## src/rtl/fish_tank_pkg.sv

```systemverilog
// Shared types and default timing constants for the fish-tank controller blocks.
// Includes the counter width helper used by the buzzer driver and its alert filter.
package fish_tank_pkg;

   typedef enum logic [1:0] {
      IDLE = 2'd0,
      ON   = 2'd1,
      OFF  = 2'd2
   } alarm_state_e;

   localparam int DEF_TONE_HALF  = 12500;
   localparam int DEF_ON_CYC     = 10_000_000;
   localparam int DEF_OFF_CYC    = 10_000_000;
   localparam int DEF_FILT_CYC   = 50_000;
   localparam int DEF_MIN_BURSTS = 3;

   // Width of a counter spanning 0..n-1, never narrower than one bit.
   function automatic int cnt_w(input int n);
      return (n > 1) ? $clog2(n) : 1;
   endfunction

endpackage

```

## src/rtl/buzzer_alarm_driver_if.sv

```systemverilog
// Pin-level bundle between the alert logic / user panel and the buzzer driver.
// Exposes the driver FSM state for observation.
interface buzzer_alarm_driver_if;
   import fish_tank_pkg::*;

   // No valid/ready handshake: alert_n is an asynchronous level, mute is a
   // one-cycle synchronous strobe that only takes effect while alarm_active is high.
   logic         alert_n;
   logic         mute;
   logic         buzz_out;
   logic         alarm_active;
   logic         muted;
   alarm_state_e state_dbg;

   modport master (
      output alert_n,
      output mute,
      input  buzz_out,
      input  alarm_active,
      input  muted,
      input  state_dbg
   );

   modport slave (
      input  alert_n,
      input  mute,
      output buzz_out,
      output alarm_active,
      output muted,
      output state_dbg
   );

endinterface

```

## src/rtl/alert_filter.sv

```systemverilog
// Two-flop synchronizer plus persistence filter for the active-low gas alert.
// alert_q only follows the input after it has held a new level for FILT_CYC edges.
module alert_filter
   import fish_tank_pkg::*;
#(
   parameter int FILT_CYC = DEF_FILT_CYC
) (
   input  logic clk,
   input  logic rst_n,
   input  logic alert_n,
   output logic alert_q
);

   localparam int CW = cnt_w(FILT_CYC);

   logic          sync1_q, sync2_q;
   logic [CW-1:0] cnt_q, cnt_d;
   logic          alert_d;
   logic          raw;

   always_comb begin
      raw     = ~sync2_q;
      alert_d = alert_q;
      cnt_d   = '0;
      if (raw != alert_q) begin
         if (cnt_q == CW'(FILT_CYC - 1)) begin
            alert_d = raw;
         end else begin
            cnt_d = cnt_q + CW'(1);
         end
      end
   end

   // Sync flops reset high so a released reset never looks like an alert.
   always_ff @(posedge clk or negedge rst_n) begin
      if (!rst_n) begin
         sync1_q <= 1'b1;
         sync2_q <= 1'b1;
         cnt_q   <= '0;
         alert_q <= 1'b0;
      end else begin
         sync1_q <= alert_n;
         sync2_q <= sync1_q;
         cnt_q   <= cnt_d;
         alert_q <= alert_d;
      end
   end

endmodule

```

## src/rtl/buzzer_alarm_driver.sv

```systemverilog
// Drives a passive buzzer with cadenced tone bursts while a qualified gas alert
// is present, with a minimum number of bursts per episode and a panel mute.
module buzzer_alarm_driver
   import fish_tank_pkg::*;
#(
   parameter int TONE_HALF  = DEF_TONE_HALF,
   parameter int ON_CYC     = DEF_ON_CYC,
   parameter int OFF_CYC    = DEF_OFF_CYC,
   parameter int FILT_CYC   = DEF_FILT_CYC,
   parameter int MIN_BURSTS = DEF_MIN_BURSTS
) (
   input logic                   clk,
   input logic                   rst_n,
   buzzer_alarm_driver_if.slave  bus
);

   localparam int PW = cnt_w((ON_CYC > OFF_CYC) ? ON_CYC : OFF_CYC);
   localparam int TW = cnt_w(TONE_HALF);
   localparam int BW = cnt_w(MIN_BURSTS + 1);

   logic alert_q;

   alert_filter #(.FILT_CYC(FILT_CYC)) u_alert_filter (
      .clk     (clk),
      .rst_n   (rst_n),
      .alert_n (bus.alert_n),
      .alert_q (alert_q)
   );

   alarm_state_e  state_q, state_d;
   logic [PW-1:0] phase_q, phase_d;
   logic [TW-1:0] tone_q, tone_d;
   logic [BW-1:0] burst_q, burst_d;
   logic          tone_lvl_q, tone_lvl_d;
   logic          muted_q, muted_d;
   logic          alarm_active_q, alarm_active_d;
   logic          buzz_q, buzz_d;

   always_comb begin
      state_d    = state_q;
      phase_d    = phase_q;
      tone_d     = tone_q;
      burst_d    = burst_q;
      tone_lvl_d = tone_lvl_q;
      muted_d    = muted_q | (bus.mute & alarm_active_q);

      case (state_q)
         IDLE: begin
            if (alert_q) begin
               state_d    = ON;
               phase_d    = '0;
               tone_d     = '0;
               burst_d    = '0;
               tone_lvl_d = 1'b1;
            end
         end
         ON: begin
            if (tone_q == TW'(TONE_HALF - 1)) begin
               tone_d     = '0;
               tone_lvl_d = ~tone_lvl_q;
            end else begin
               tone_d = tone_q + TW'(1);
            end
            if (phase_q == PW'(ON_CYC - 1)) begin
               state_d    = OFF;
               phase_d    = '0;
               tone_d     = '0;
               tone_lvl_d = 1'b0;
               if (burst_q < BW'(MIN_BURSTS)) begin
                  burst_d = burst_q + BW'(1);
               end
            end else begin
               phase_d = phase_q + PW'(1);
            end
         end
         OFF: begin
            // The continue/stop decision is made only here, so a burst is never cut short.
            if (phase_q == PW'(OFF_CYC - 1)) begin
               phase_d = '0;
               if (alert_q || (burst_q < BW'(MIN_BURSTS))) begin
                  state_d    = ON;
                  tone_d     = '0;
                  tone_lvl_d = 1'b1;
               end else begin
                  state_d = IDLE;
               end
            end else begin
               phase_d = phase_q + PW'(1);
            end
         end
         default: begin
            state_d    = IDLE;
            tone_lvl_d = 1'b0;
         end
      endcase

      // Mute belongs to one episode only, and is meaningless while idle.
      if (state_d == IDLE) begin
         muted_d = 1'b0;
      end

      alarm_active_d = (state_d != IDLE);
      buzz_d         = tone_lvl_d & ~muted_d;
   end

   always_ff @(posedge clk or negedge rst_n) begin
      if (!rst_n) begin
         state_q        <= IDLE;
         phase_q        <= '0;
         tone_q         <= '0;
         burst_q        <= '0;
         tone_lvl_q     <= 1'b0;
         muted_q        <= 1'b0;
         alarm_active_q <= 1'b0;
         buzz_q         <= 1'b0;
      end else begin
         state_q        <= state_d;
         phase_q        <= phase_d;
         tone_q         <= tone_d;
         burst_q        <= burst_d;
         tone_lvl_q     <= tone_lvl_d;
         muted_q        <= muted_d;
         alarm_active_q <= alarm_active_d;
         buzz_q         <= buzz_d;
      end
   end

   assign bus.buzz_out     = buzz_q;
   assign bus.alarm_active = alarm_active_q;
   assign bus.muted        = muted_q;
   assign bus.state_dbg    = state_q;

endmodule

```

## src/flat_wrapper.sv

```systemverilog
// flat-port wrapper written by rule: the top's interface ports become plain ports
module buzzer_alarm_driver_flat import fish_tank_pkg::*;
#(
   parameter int TONE_HALF  = DEF_TONE_HALF,
   parameter int ON_CYC     = DEF_ON_CYC,
   parameter int OFF_CYC    = DEF_OFF_CYC,
   parameter int FILT_CYC   = DEF_FILT_CYC,
   parameter int MIN_BURSTS = DEF_MIN_BURSTS
)
  (clk, rst_n, bus_alert_n, bus_mute, bus_buzz_out, bus_alarm_active, bus_muted, bus_state_dbg);
  buzzer_alarm_driver_if bus_i ();
  input logic clk;
  input logic rst_n;
  input wire logic [$bits(bus_i.alert_n)-1:0] bus_alert_n;
  input wire logic [$bits(bus_i.mute)-1:0] bus_mute;
  output wire logic [$bits(bus_i.buzz_out)-1:0] bus_buzz_out;
  output wire logic [$bits(bus_i.alarm_active)-1:0] bus_alarm_active;
  output wire logic [$bits(bus_i.muted)-1:0] bus_muted;
  output wire logic [$bits(bus_i.state_dbg)-1:0] bus_state_dbg;
  assign bus_i.alert_n = bus_alert_n;
  assign bus_i.mute = bus_mute;
  assign bus_buzz_out = bus_i.buzz_out;
  assign bus_alarm_active = bus_i.alarm_active;
  assign bus_muted = bus_i.muted;
  assign bus_state_dbg = bus_i.state_dbg;
  buzzer_alarm_driver #(.TONE_HALF(TONE_HALF), .ON_CYC(ON_CYC), .OFF_CYC(OFF_CYC), .FILT_CYC(FILT_CYC), .MIN_BURSTS(MIN_BURSTS)) u_core (.clk(clk), .rst_n(rst_n), .bus(bus_i));
endmodule
```

## config.mk

```make
export PLATFORM = sky130hd
export DESIGN_NAME = buzzer_alarm_driver_flat
export DESIGN_NICKNAME = d
export VERILOG_FILES = /design/src/rtl/fish_tank_pkg.sv /design/src/rtl/buzzer_alarm_driver_if.sv /design/src/rtl/alert_filter.sv /design/src/rtl/buzzer_alarm_driver.sv /design/src/flat_wrapper.sv
export SDC_FILE = /design/constraint.sdc
export NUM_CORES = 1
export LEC_CHECK = 0
export ABC_AREA = 0
export CAP_MARGIN = 20
export CORE_ASPECT_RATIO = 0.9
export CORE_MARGIN = 2
export CORE_UTILIZATION = 30
export DETAILED_ROUTE_END_ITERATION = 8
export GPL_TIMING_DRIVEN = 0
export PLACE_DENSITY = 0.44
export SETUP_SLACK_MARGIN = 0.2
export SYNTH_ARGS = -nofsm -noshare
export SYNTH_HDL_FRONTEND = slang
export SYNTH_HIERARCHICAL = 1
export SYNTH_SLANG_ARGS = --single-unit
```

## constraint.sdc

```tcl
create_clock -name clk -period 5.1 [get_ports clk]
set_input_delay 0.765 -clock clk [delete_from_list [all_inputs] [get_ports clk]]
set_output_delay 0.765 -clock clk [all_outputs]
set_load 0.1 [all_outputs]
```

# ---- Yosys cells after proc, flatten, opt, wreduce, memory -nomap -nowiden
# Cells that the tools add are included.
dict set report op_classes {
  n_addsub 4
  n_lt_le_gt_ge 1
  eq_ne 11
  muxes 27
  bitwise_logic 6
  reduce_logical 12
}
# cell count
set ops {}
lappend ops {{$mux W14} 5}
lappend ops {{$mux W24} 2}
lappend ops {{$pmux W24 S2} 1}
lappend ops {{$pmux W14 S3} 1}
lappend ops {{$mux W16} 2}
lappend ops {{$add A24 B1 Y24 const B} 1}
lappend ops {{$eq A24 B24 Y1 const B} 1}
lappend ops {{$add A16 B1 Y16 const B} 1}
lappend ops {{$eq A16 B16 Y1 const B} 1}
lappend ops {{$add A14 B1 Y14 const B} 1}
lappend ops {{$eq A14 B14 Y1 const B} 1}
lappend ops {{$mux W2} 6}
lappend ops {{$ne A2 B1 Y1 const B} 4}
lappend ops {{$reduce_and A4 Y1} 2}
lappend ops {{$mux W1} 7}
lappend ops {{$pmux W2 S3} 1}
lappend ops {{$reduce_bool A2 Y1} 3}
lappend ops {{$logic_not A2 Y1} 2}
lappend ops {{$pmux W2 S2} 1}
lappend ops {{$reduce_and A2 Y1} 2}
lappend ops {{$not A1 Y1} 3}
lappend ops {{$pmux W1 S3} 1}
lappend ops {{$reduce_bool A3 Y1} 1}
lappend ops {{$add A2 B1 Y2 const B} 1}
lappend ops {{other kinds (9)} 10}
dict set report word_totals {
  regBits 65
  in_bits 4
  output_inout_bits 5
  wordCells 73
}

# ---- Depth between registers and ports, before layout
dict set report logic_depth {
  ltp_word 9
  depth_mapped 10
  ltp_nobuf 8
}

# ---- By module
# The synthesis kept the hierarchy.
# module instances cells_each area_each_um2 seq_area_each_um2
set modules_own_cells {}
lappend modules_own_cells {buzzer_alarm_driver 1 285 2523.7 1151.1}
lappend modules_own_cells {alert_filter 1 84 938.4 478.0}

# ---- Worst setup path before layout
# No wires, ideal clock.
dict set report synth_timing {
  path_kind {register to register}
  startpoint {reg u_core.state_q[0], in the netlist u_core/bus.state_dbg[0]}
  endpoint {reg u_core.tone_q[11]}
  setup_ps 83
  t_arrival_ps 2985
  required_time_ps 5017
  setup_slack_ps 2032
  stages_incl_launch_ff 10
  path_buffers 2
  period_less_slack_ps 3068
  path_cell_list {dfrtp_1 inv_1 ha_1 nor2b_1 clkbuf_1 or2_2 clkbuf_1 nor3_1 nand4_1 o21ai_0}
}
dict set report synth_between {
  elab_chain_cells 3
  word_cells_on_any_way 9
  classes_between {5 x eq/ne; 1 x mux; 3 x reduce/logical}
}
# element line_no
set synth_lines {}
lappend synth_lines {{from (decl)} buzzer_alarm_driver.sv:30} ;# alarm_state_e state_q, state_d;
lappend synth_lines {{from (signal assigned)} buzzer_alarm_driver.sv:117} ;# state_q <= state_d;
lappend synth_lines {{$eq A2 B2 Y1, or another cell as far along} buzzer_alarm_driver.sv:47} ;# case (state_q)
lappend synth_lines {{$ne A2 B1 Y1 (no source line), or another cell as far along} --}
lappend synth_lines {{$reduce_and A4 Y1 (no source line)} --}
lappend synth_lines {{to (signal assigned)} buzzer_alarm_driver.sv:119} ;# tone_q <= tone_d;
lappend synth_lines {{to (decl)} buzzer_alarm_driver.sv:32} ;# logic [TW-1:0] tone_q, tone_d;
# Several ways; a longest one is shown, not always the timed one.
# A chain may end at the register's enable or synchronous reset.

# ---- Worst setup path after layout
dict set report layout_timing {
  startpoint {reg u_core.state_q[1], in the netlist u_core/bus.state_dbg[1]}
  endpoint {reg u_core.phase_q[20]}
}
dict set report layout_between {
  elab_chain_cells 4
  word_cells_on_any_way 8
  classes_between {3 x eq/ne; 1 x mux; 4 x reduce/logical}
}
# element line_no
set layout_lines {}
lappend layout_lines {{$eq A2 B1 Y1 or $eq A2 B2 Y1 (tied branches)} buzzer_alarm_driver.sv:47}
lappend layout_lines {{$reduce_or A2 Y1 (no source line)} --}
lappend layout_lines {{$reduce_bool A2 Y1 (no source line)} --}
lappend layout_lines {{$reduce_and A2 Y1 (no source line)} --}
lappend layout_lines {{to (signal assigned)} buzzer_alarm_driver.sv:118} ;# phase_q <= phase_d;
lappend layout_lines {{to (decl)} buzzer_alarm_driver.sv:31} ;# logic [PW-1:0] phase_q, phase_d;
# Several ways; a longest one is shown, not always the timed one.

==> results.md <==
- RD Place Congestion: about 0.74
- Crit-path slowest cell: nor3b_1
- Clock Path Buffers: 2
- Crit path max-delay family: simple AND/OR/NAND/NOR gates
- Commonest non-fill, non-tap cell in the layout: dfrtp_1
- Post-route ant nets: 0
- RSZ-0062 raised after global routing: no
- WHS: around 0.36 ns
- Core ar.: 0.0113 sq mm
- Critical-path cell list: inv_1 -> ha_1 -> nor2b_1 -> clkbuf_1 -> nor3b_1 -> nand3_1 -> or3_1 -> xor2_1 -> nor2_1
- Layout area overhead: 16.9%
- DRT iter0 DRCs: 192
- Worst-Skew Late Latency: 0.33 ns
- Total Routed Length: 7470 um
- Hold Vio Cnt, Final: 0
- Outcome: completed
- WS Path Type: register to register
- DRC Markers: 0
- DR vias/cell: 4.87
- Leakage power: about 1.7 nW
- Hold_buf cts: 0
- CP Capture Type: register
- Nets: 401
- Gr usage total: 0.134
- I/O pin count: 9
- Hold Crit Class: register to register
- Yosys warning count: 6
- Largest net degree at the start of global routing: 66
- Die area: 0.0124 sq mm
- Post-synthesis sequential area ratio: 0.471
- First-pass GRT wire length: around 13000 um
- DP Wirelength: 4990 um
- Syn_nets: 381
- Vias after detailed routing: roughly 2700
- Clock skew: 0.00702 ns
- Row count: 37
- Vias in the first global route: 2632
- Fin crit period: 3.01 ns
- FF+latch count, synth: 65
- Initial core utilization: 0.305
- CP peak stage delay: 0.76 ns
- CTS tree: done
- 1st-pass router iterations: 4
- Post-CTS resize count: 0
- # port buffers: 8
- Reg clk slew, reported paths: around 0.06 ns
- Die Ht: 106 um
- Final setup violation count: 0
- N_diodes: 0
- Die width: 117 um
- Post-synth EDFFs: 0
- Setup bufs post-CTS: 0
- Syn Std Cell Area: between 0.003 and 0.004 sq mm
- Met2 GRT Util: 0.194
- Peak Freq: 333 MHz
- Max Slew Vio Count: 0
- Fin Setup TNS: 0 ns
- Worst VDD drop: roughly 0.15 mV
- # clock sinks: 65
- Final period util: 0.589
- Mean Syn Cell Area: roughly 9.4 sq um
- Async set or reset register ratio after synthesis: 1.00
- Initial antenna violation count: 0
- Most frequent cells in the layout: 63 x dfrtp_1, 48 x nor2_1, 36 x o21ai_0
- CP bufs+invs: 2
- Met1 Track Usage GR: 0.196
- Relative slew slack: 0.336
- Pwr per Cell Area: 289 mW/mm^2
- Clock Root Buffer: clkbuf_16
- Worst-Margin Slew: between 0.9 and 1 ns
- GR met3 Demand/Resource: 0.0239
- Arr. time, crit path: between 3 and 4 ns
- Syn Inst Count: approximately 370
- Primary FF master, synth: dfrtp_1
- GRT busiest layer: met1
- Crit Path Max Fanout: 7
- Number of CTS-inserted buffers: 9
- Grt total ovfl: 0
- Critical path launch point type: register
- Synth cell types: 49
- Data required time at the worst endpoint: 5.29 ns
- CTS H-tree depth: 3
- Routed length per instance: 13.6 um
- Maxcap violations: 0
- Share of cells above drive strength 1: 0.104
[report_power, final]
group | leakage, nW | switching (mW) | internal, mW | total [mW]
Combinational | 0.610 | 0.0140 | 0.00474 | 0.0187
Sequential | 0.899 | 0.00288 | 0.519 | 0.522
Clock | 0.145 | 0.237 | 0.392 | 0.629
[state kept, by name, indices dropped and copies added (netlist names)]
register	count
u_core/u_alert_filter/sync2_q	1
u_core/bus.state_dbg	2
u_core/bus.buzz_out	1
u_core/u_alert_filter/cnt_q	16
u_core/tone_lvl_q	1
u_core/u_alert_filter/sync1_q	1
u_core/phase_q	24
u_core/tone_q	14
u_core/bus.muted	1
u_core/bus.alarm_active	1
u_core/u_alert_filter/alert_q	1
u_core/burst_q	2
[metal layers]
| metal | vias to the layer above | routed length, um |
|---|---|---|
| li1 | 1340 | - |
| met1 | 1301 | 3910 |
| met2 | 29 | 3270 |
| met3 | 9 | 168 |
| met4 | 0 | 125 |
| met5 | - | 0 |
[area by class of cell]
| cell class | instances | area, sq um |
|---|---|---|
| fillers | 1152 | 7300 |
| multi-input cells | 283 | 1740 |
| flip-flops and latches | 65 | 1630 |
| clock buffers | 10 | 239 |
| well taps | 156 | 195 |
| repair buffers | 9 | 82.6 |
| clock inverters | 6 | 67.6 |
| plain buffers | 11 | 58.8 |
| inverters | 10 | 37.5 |
[stage by stage]
step	instance area [sq um]	power (mW)	util	cells	setup slack [ns]
final	4050	1.17	0.357	550	2.09
after global routing	4050	1.21	0.357	550	1.81
after CTS	4040	1.19	0.356	549	1.96
after detailed placement	3730	0.551	0.329	533	1.95
after global placement	3740	0.552	0.330	533	0.854
after floorplan	3460	0.536	-	369	2.03
[path summary, 6_finish.rpt]
kind	to	slack (ns)	depth (start not counted)	from
setup / recovery	u_core/phase_q[20]$_DFFE_PN0P_	2.09	9	u_core/bus.state_dbg[1]$_DFF_PN0_
hold / removal	u_core/u_alert_filter/sync2_q$_DFF_PN1_	0.36	0	u_core/u_alert_filter/sync1_q$_DFF_PN1_
setup reg to reg	u_core/phase_q[20]$_DFFE_PN0P_	2.09	9	u_core/bus.state_dbg[1]$_DFF_PN0_
hold reg to reg	u_core/u_alert_filter/sync2_q$_DFF_PN1_	0.36	0	u_core/u_alert_filter/sync1_q$_DFF_PN1_
max in group asynchronous	u_core/u_alert_filter/cnt_q[1]$_DFF_PN0_	4.01	1	rst_n
min in group asynchronous	u_core/phase_q[0]$_DFFE_PN0P_	0.54	1	rst_n
[logic make-up (layout without fill, tap and decap cells)]
| kind of cell | after synthesis | in the layout | synth area share |
|---|---|---|---|
| xor gates and xnor gates | 30 | 30 | 0.0759 |
| AOI/OAI and AO/OA | 68 | 68 | 0.115 |
| DFF | 65 | 65 | 0.471 |
| adders and majority gates | 8 | 8 | 0.0289 |
| muxes | 2 | 2 | 0.00578 |
| and+or+nand+nor | 175 | 175 | 0.276 |
| buffers and inverters | 21 | 46 | 0.0278 |
[synthesized netlist by cell type, types with 6 or more instances]
cell type	number	area, sq um
xor2_1	9	78.8
nor2b_1	11	68.8
nand3_1	21	105
nor3_1	11	55.1
and3_1	10	62.6
o31ai_1	11	82.6
nor2_1	48	180
inv_1	10	37.5
clkbuf_1	7	26.3
dfrtp_1	63	1580
xnor2_1	21	184
nand4_1	6	37.5
nand2_1	33	124
ha_1	8	100
a21oi_1	9	45.0
o21ai_0	36	180
Power figures use the tool's default switching activity.
==> edit, RTL diff (same flow settings) <==
The package constant `DEF_TONE_HALF` goes from 12500 to 6250.
--- a/src/rtl/fish_tank_pkg.sv
+++ b/src/rtl/fish_tank_pkg.sv
@@ -8,7 +8,7 @@
       OFF  = 2'd2
    } alarm_state_e;
 
-   localparam int DEF_TONE_HALF  = 12500;
+   localparam int DEF_TONE_HALF  = 6250;
    localparam int DEF_ON_CYC     = 10_000_000;
    localparam int DEF_OFF_CYC    = 10_000_000;
    localparam int DEF_FILT_CYC   = 50_000;
Formal check against the unedited RTL: same outputs for any inputs over 10 cycles, from zero or initial values and one cycle with rst_n low; that may be too few to reach the edited logic, so the function may still have changed.
==> edit against the original RTL <==
Fmax rose by 10%; cell area rose by 1.1%; via count fell by 2.7%; setup slack improved by 0.28 ns; final cell count fell by 3.3%; area after synthesis rose by 1.6%; sequential share of layout area fell by 1.1 points; sequential cell count fell by 1; non-clock buffer count fell by 3; wire length fell by 1.7%; register-to-register slack improved by 0.69 ns; power fell by 1.3%; first-iteration DRC count fell by 32%; critical endpoint is now bus_state_dbg[0]; largest power group unchanged.
==> edit: results (changes against the original RTL) <==
STA
  – Hold Worst Slack: 0.3567 ns (-0.0002330 ns)
  – Final Skew: 0.006808 ns (-0.0002089 ns)
  – Slew headroom: 0.3510 (+0.01549)

GRT
  – Total GRT Usage: 0.1288 (-0.005257)
  – First-pass GRT wire length: 13040 um (unchanged)
  – Largest net degree at the start of global routing: 65 (-1.5%)

Synth
  – Synth cell types: 56 (+14%)
  – Sequential area share after synthesis: 0.4559 (-0.01464)
  – Syn Nets: 366 (-3.9%)
  – Synth top area cells: dfrtp_1 44%, nor2_1 4.6%, xnor2_1 4.5%, xor2_1 4.0%, ha_1 3.6%
  – List of most frequent post-synthesis cells: 62 x dfrtp_1, 43 x nor2_1, 21 x nand3_1

Setup path
  – CP arrival: 1.96 ns (-1.24 ns)
  – Crit-path max FO: 7 (unchanged)
  – Crit-path max cell delay: 1.18 ns (+0.42 ns)
  – Reg2Reg Setup Slack: 2.78 ns (+0.69 ns)
  – CP delay by family, top: buffers and inverters
  – Reg2reg path depth: 8 (-1)
  – Worst path slowest cell: clkdlybuf4s50_1

CTS
  – Clk root buf: clkbuf_16
  – Clock Tree Buf Depth: 2 (unchanged)
  – CTS buffer count: 9 (unchanged)

Routing
  – Detailed Route WL: 7346 um (-1.7%)
  – Drt initial violations: 130 (-32%)
  – Total vias in the final route: 2606 (-2.7%)
  – DR pass1 iterations: 6 (+2)

Layout
  – Largest registers: u_core/phase_q x24, u_core/u_alert_filter/cnt_q x16, u_core/tone_q x13
  – Share of cells above drive strength 1: 0.1277 (+0.02360)
  – Layout net count: 385 (-4.0%)
  – Layout filler cell count: 1179 (+2.3%)
  – Ant diodes: 0 (unchanged)

Placed design
  – Placer congestion estimate: 0.7236 (-2.2%)
  – Detailed Place HPWL: 4923 um (-1.3%)

Power
  – Worst vdd ir: 0.1592 mV (+9.5%)
  – Leak: 1.726 nW (+4.4%)

Status
  – Status: finished, final reports clean
-- edit: final timing paths --
path,start,to
max,u_core/bus.state_dbg[0],bus_state_dbg[0]
min,u_core/u_alert_filter/sync1_q,u_core/u_alert_filter/sync2_q
max reg2reg,u_core/bus.state_dbg[0],u_core/phase_q[12]
min reg2reg,u_core/u_alert_filter/sync1_q,u_core/u_alert_filter/sync2_q
max in group asynchronous,rst_n,u_core/phase_q[10]
min in group asynchronous,rst_n,u_core/tone_q[4]
-- edit: through the flow --
step           instances  cell area [um2]  power (W)  worst slack [ns]    util
3_5_place_dp         516             3791  0.0005428             2.717  0.3315
4_1_cts              532             4091   0.001175             2.357  0.3578
3_3_place_gp         516             3794  0.0005432            0.9252  0.3318
5_1_grt              532             4091   0.001202             2.302  0.3578
2_1_floorplan        352             3518  0.0005281             2.457       -
6_report             532             4091   0.001155             2.377  0.3578
-- edit: cell type report --
class,instances,share of cell area
Multi-Input combinational cell,269,0.4437
Sequential cell,64,0.3920
Clock buffer,13,0.06361
Tap cell,156,0.04771
Timing Repair Buffer,8,0.01896
Buffer,9,0.01498
Clock inverter,3,0.009786
Inverter,10,0.009174
-- edit: cell families after synthesis --
logic type,after synthesis,share of synthesized area
AND/OR/NAND/NOR,166,0.2852
buffers and inverters,19,0.02809
XOR/XNOR,34,0.08464
multiplexers,3,0.01067
flip-flops,64,0.4559
AO/OA/AOI/OAI,56,0.09993
adder cells (fa/ha/maj),10,0.03556
-- edit: routing by layer --
metal / wire length (um) / track usage / vias up
li1: - / - / 1292
met1: 3875 / 0.1811 / 1280
met2: 3178 / 0.1895 / 28
met3: 206 / 0.03936 / 6
met4: 86 / 0.03873 / 0
met5: 0 / 0 / -
-- edit: where the power goes --
| part | leakage, nW | internal [W] | switching (W) |
|---|---|---|---|
| Sequential | 0.885 | 0.000512 | 0.00000260 |
| Clock | 0.150 | 0.000404 | 0.000218 |
| Combinational | 0.691 | 0.00000471 | 0.0000138 |
